===== src/rtl/uart_ring_fifo.sv =====
// Ring buffer between the UART RX/TX engines and the CPU-side bus.
// Count-tracked occupancy, req/ack read port, sticky overflow flag.
module uart_ring_fifo #(
    parameter int DATA_WIDTH        = 8,
    parameter int DEPTH             = 16,
    parameter int ALMOST_FULL_LEVEL = 14
) (
    input  logic                         clk,
    input  logic                         resetN,
    input  logic                         dataWriteEnable,
    input  logic [DATA_WIDTH-1:0]        dataWrite,
    input  logic                         dataReadEnable,
    output logic                         dataReadAck,
    output logic [DATA_WIDTH-1:0]        dataRead,
    input  logic                         clearOverflow,
    output logic                         full,
    output logic                         empty,
    output logic                         almostFull,
    output logic [$clog2(DEPTH+1)-1:0]   count,
    output logic                         overflow
);

    localparam int PW = $clog2(DEPTH);
    localparam int CW = $clog2(DEPTH + 1);

    localparam logic [CW-1:0] CNT_FULL = CW'(DEPTH);
    localparam logic [CW-1:0] CNT_AF   = CW'(ALMOST_FULL_LEVEL);

    logic [DATA_WIDTH-1:0] mem [DEPTH];
    logic [PW-1:0]         rd_ptr;
    logic [PW-1:0]         wr_ptr;
    logic                  rd_ok;
    logic                  wr_ok;
    logic                  drop;

    // Status flags are pure decodes of the occupancy register
    always_comb begin
        full       = (count == CNT_FULL);
        empty      = (count == '0);
        almostFull = (count >= CNT_AF);
    end

    // A read frees a slot on the same edge, so a full buffer still takes a write
    always_comb begin
        rd_ok = dataReadEnable & ~empty;
        wr_ok = dataWriteEnable & (~full | rd_ok);
        drop  = dataWriteEnable & ~wr_ok;
    end

    // Storage is left unreset; stale contents are unreachable after reset
    always_ff @(posedge clk) begin
        if (wr_ok) begin
            mem[wr_ptr] <= dataWrite;
        end
    end

    // Pointers wrap by natural overflow of their PW-bit width
    always_ff @(posedge clk or negedge resetN) begin
        if (!resetN) begin
            wr_ptr <= '0;
            rd_ptr <= '0;
        end else begin
            if (wr_ok) begin
                wr_ptr <= wr_ptr + 1'b1;
            end
            if (rd_ok) begin
                rd_ptr <= rd_ptr + 1'b1;
            end
        end
    end

    // Occupancy: simultaneous push and pop cancel out
    always_ff @(posedge clk or negedge resetN) begin
        if (!resetN) begin
            count <= '0;
        end else begin
            unique case ({wr_ok, rd_ok})
                2'b10:   count <= count + 1'b1;
                2'b01:   count <= count - 1'b1;
                default: count <= count;
            endcase
        end
    end

    // Read port: ack pulses one cycle, data holds until the next pop
    always_ff @(posedge clk or negedge resetN) begin
        if (!resetN) begin
            dataReadAck <= 1'b0;
            dataRead    <= '0;
        end else begin
            dataReadAck <= rd_ok;
            if (rd_ok) begin
                dataRead <= mem[rd_ptr];
            end
        end
    end

    // Sticky overflow; a drop on the same edge beats a clear
    always_ff @(posedge clk or negedge resetN) begin
        if (!resetN) begin
            overflow <= 1'b0;
        end else if (drop) begin
            overflow <= 1'b1;
        end else if (clearOverflow) begin
            overflow <= 1'b0;
        end
    end

endmodule


===== config.mk =====
export PLATFORM = sky130hd
export DESIGN_NAME = uart_ring_fifo
export DESIGN_NICKNAME = d
export VERILOG_FILES = /design/src/rtl/uart_ring_fifo.sv
export SDC_FILE = /design/constraint.sdc
export NUM_CORES = 1
export LEC_CHECK = 0
export ABC_CLOCK_PERIOD_IN_PS = 3800
export BUFFER_PORTS_ARGS = -buffer_cell sky130_fd_sc_hd__buf_2
export CELL_PAD_IN_SITES_DETAIL_PLACEMENT = 1
export CELL_PAD_IN_SITES_GLOBAL_PLACEMENT = 1
export CORE_UTILIZATION = 51
export CTS_CLUSTER_DIAMETER = 150
export DETAILED_ROUTE_END_ITERATION = 8
export PLACE_DENSITY_LB_ADDON = 0.1
export RECOVER_POWER = 100
export SYNTH_ARGS = -nofsm -noshare
export SYNTH_HDL_FRONTEND = slang
export SYNTH_SLANG_ARGS = --single-unit

===== constraint.sdc =====
create_clock -name clk -period 3.8 [get_ports clk]
set_input_delay 0.38 -clock clk [delete_from_list [all_inputs] [get_ports clk]]
set_output_delay 0.38 -clock clk [all_outputs]
set_load 0.1 [all_outputs]

==> results.cfg <==
[run_status]
status = complete, but fails checks
violations = DRC

[job]
maxCapViolCount = 0

[clock_tree]
cts_buffers = 17
clock-root-buffer = clkbuf_16
clk_latency_ns = 0.42
cts-htree-levels = 4
clk_pin_slew_ns = 0.06
cts_tree = built
cts_resized = 0
ctsLongestPathBuffers = 2
clock_sink_count = 151
cts_setup_buffers = 0

[place]
dp_cells = 471
pre_cts_slack_ns = 0.906
routabilityCongestion = 0.720
hpwl_mm = 8.05
placed_area_mm2 = 0.00634
io_buffers = 30

[routing]
num_vias = 2955
wire_per_inst_um = 24.7
drc = 6
ant_nets = 0
dr.pass1.iters = 6
dr.first_iter.drc_count = 199
wl_mm = 12.4
vias_per_cell = 5.86

[setup_path]
cp-startpoint = count[1]$_DFFE_PN0P_
cp.arrival_ns = 3.42
cp_max_fo = 6
r2r_end = count[4]$_DFFE_PN0P_
crit_type = register to register
worst_setup_path_end_kind = register
ff2ff_path_depth = 9
endpoint = count[4]$_DFFE_PN0P_
r2r_setup_slack_ns = 0.73
required_ns = 4.15
start_kind = register
r2r-start = count[1]$_DFFE_PN0P_

[synth]
synth.net_count = 330
synth_area_per_cell_um2 = 19.7
muxShareOfSynthArea_pct = 13.8
synth-seq-cells = 151
synthCells = 307
syn_area_mm2 = 0.00605
yosysUniqueCellTypes = 35
synth_top_family_by_area = multiplexers
synth-simple-area-share_pct = 3.97
synth_xor_area_share_pct = 1.45
synth_warnings = 0
synth_compound_area_share_pct = 3.82
yosys.area_share.adder_pct = 2.19
yosysSeqAreaShare_pct = 73.0

[layout]
area_growth_pct = 13.0
fin_util_pct = 59.4
nets = 371
layoutNonFillerInstCount = 504
fillerInstances = 1003
final_common_cell = edfxtp_1
layout_common_cells = 128 x edfxtp_1, 33 x mux4_2, 29 x clkbuf_1, 22 x dfrtp_1, 17 x clkbuf_16
fin_area_mm2 = 0.00684
drive_above_1_share_pct = 19.9
num_antenna_cells = 0

[worst_hold_path]
hp-class = input pin to register
worstHoldPathCells = 2

[power]
vdd_drop_max_uv = 426
p_leak_uw = 0.00235
powerDensity_mw_per_mm2 = 856

[floorplanning]
top_level_ports = 31
die_y_um = 111
dieArea_mm2 = 0.0123
core_mm2 = 0.0115
rows = 39
die_w_um = 111
start_util_pct = 52.6

[global_routing]
grt-ovfl-total = 0
antenna_found_initial = 0
grt_pass1_vias = 3191
grt_pass1_wl_mm = 19.1
grt_max_degree = 29
grt_usage_pct = 22.5

[sta]
setup_viol = 0
layout_min_cycle_time_ns = 3.07
period_share_pct = 80.9
hold_viol_final = 0
drv_slew = 0
relSlewSlack_pct = 12.6
max_freq_mhz = 325
rsz0062_at_grt = false
fin_ws_ns = 0.727
fin_skew_ns = 0.00798
worst_slew_pin_slew_ns = 1.31
tns_ns = 0
-- per-stage QoR --
step	power (uW)	hold WS [ns]
6_report	5860	0.206
5_1_grt	6100	0.224
4_1_cts	5960	0.209
3_5_place_dp	4350	0.403
3_3_place_gp	4300	0.389
2_1_floorplan	3890	0.0844
-- registers in the layout, summed over array words and instances (netlist names) --
register     cells
mem            128
dataRead         8
count            5
rd_ptr           4
wr_ptr           4
dataReadAck      1
overflow         1
-- where the power goes --
group | switching, uW | internal, uW | total [uW]
registers | 269 | 2060 | 2330
clock network | 646 | 957 | 1600
logic | 1270 | 657 | 1930
-- per-layer routing --
metal	vias to the layer above	global-route usage, %	share of wire, %
met5	-	0	0
met1	1560	30.3	44
li1	1303	-	-
met2	76	35.6	50
met4	0	9.32	1.4
met3	16	5.36	4.5
-- worst min path at each step --
stage          slack (ns)       startpoint                   end
4_1_cts              0.21  dataWriteEnable  overflow$_DFFE_PN0P_
5_1_grt              0.22  dataWriteEnable  overflow$_DFFE_PN0P_
6_report             0.21  dataWriteEnable  overflow$_DFFE_PN0P_
3_3_place_gp         0.39           resetN  count[2]$_DFFE_PN0P_
2_1_floorplan        0.08           resetN  count[0]$_DFFE_PN0P_
3_5_place_dp         0.40           resetN  count[2]$_DFFE_PN0P_
-- final cells by class --
| class | instances | area (um2) | area share [%] |
|---|---|---|---|
| Sequential cell | 151 | 4420 | 64.6 |
| Multi-Input combinational cell | 136 | 1500 | 21.9 |
| Clock buffer | 18 | 429 | 6.27 |
| Tap cell | 143 | 179 | 2.61 |
| Timing Repair Buffer | 36 | 160 | 2.34 |
| Clock inverter | 14 | 134 | 1.96 |
| Inverter | 6 | 22.5 | 0.329 |
-- synthesized netlist by cell type --
cell	n	area, um2
and3_4	1	11.3
buf_6	1	11.3
dfrtp_1	23	576
o21ai_4	1	16.3
nand3_1	1	5.00
or2_2	1	6.26
nor3_1	2	10.0
a22o_1	1	8.76
buf_2	3	15.0
nor2b_1	1	6.26
and2_1	16	100
o22ai_1	7	43.8
ha_1	9	113
buf_4	6	45.0
inv_1	4	15.0
nand4_1	2	12.5
inv_2	2	7.51
nand2_1	12	45.0
a21o_1	9	67.6
xnor2_1	9	78.8
edfxtp_1	128	3840
fa_1	1	20.0
clkbuf_1	4	15.0
o31a_4	1	17.5
mux2_2	1	11.3
o21ai_0	3	15.0
a211oi_1	7	52.6
a21oi_1	2	10.0
nand2b_1	1	6.26
or4_4	1	11.3
nor2_1	3	11.3
mux4_2	33	743
nor3b_1	2	15.0
xor2_1	1	8.76
mux2i_1	8	80.1
-- kinds of logic after synthesis --
group           count (synthesis)
simple gates                   43
flops                         151
mux                            42
xor+xnor                       10
buf+inv                        20
fa+ha+maj                      10
compound gates                 31
-- worst max-delay path, stage by stage (launching register included) --
cell and delay (ns):
dfrtp_1 0.45, or4_1 0.66, o21ai_0 0.31, inv_2 0.12, ha_1 0.30, fa_1 0.43, a21o_1 0.19, a21oi_1 0.17
mux2i_1 0.24, xnor2_1 0.14
-- repair_timing --
action / 4_1_cts / 5_1_grt
setup endpoints to repair: 0 / 0
hold endpoints to repair: 23 / 0
hold buffers: 1 / 0
(Power assumes the default switching activity.)
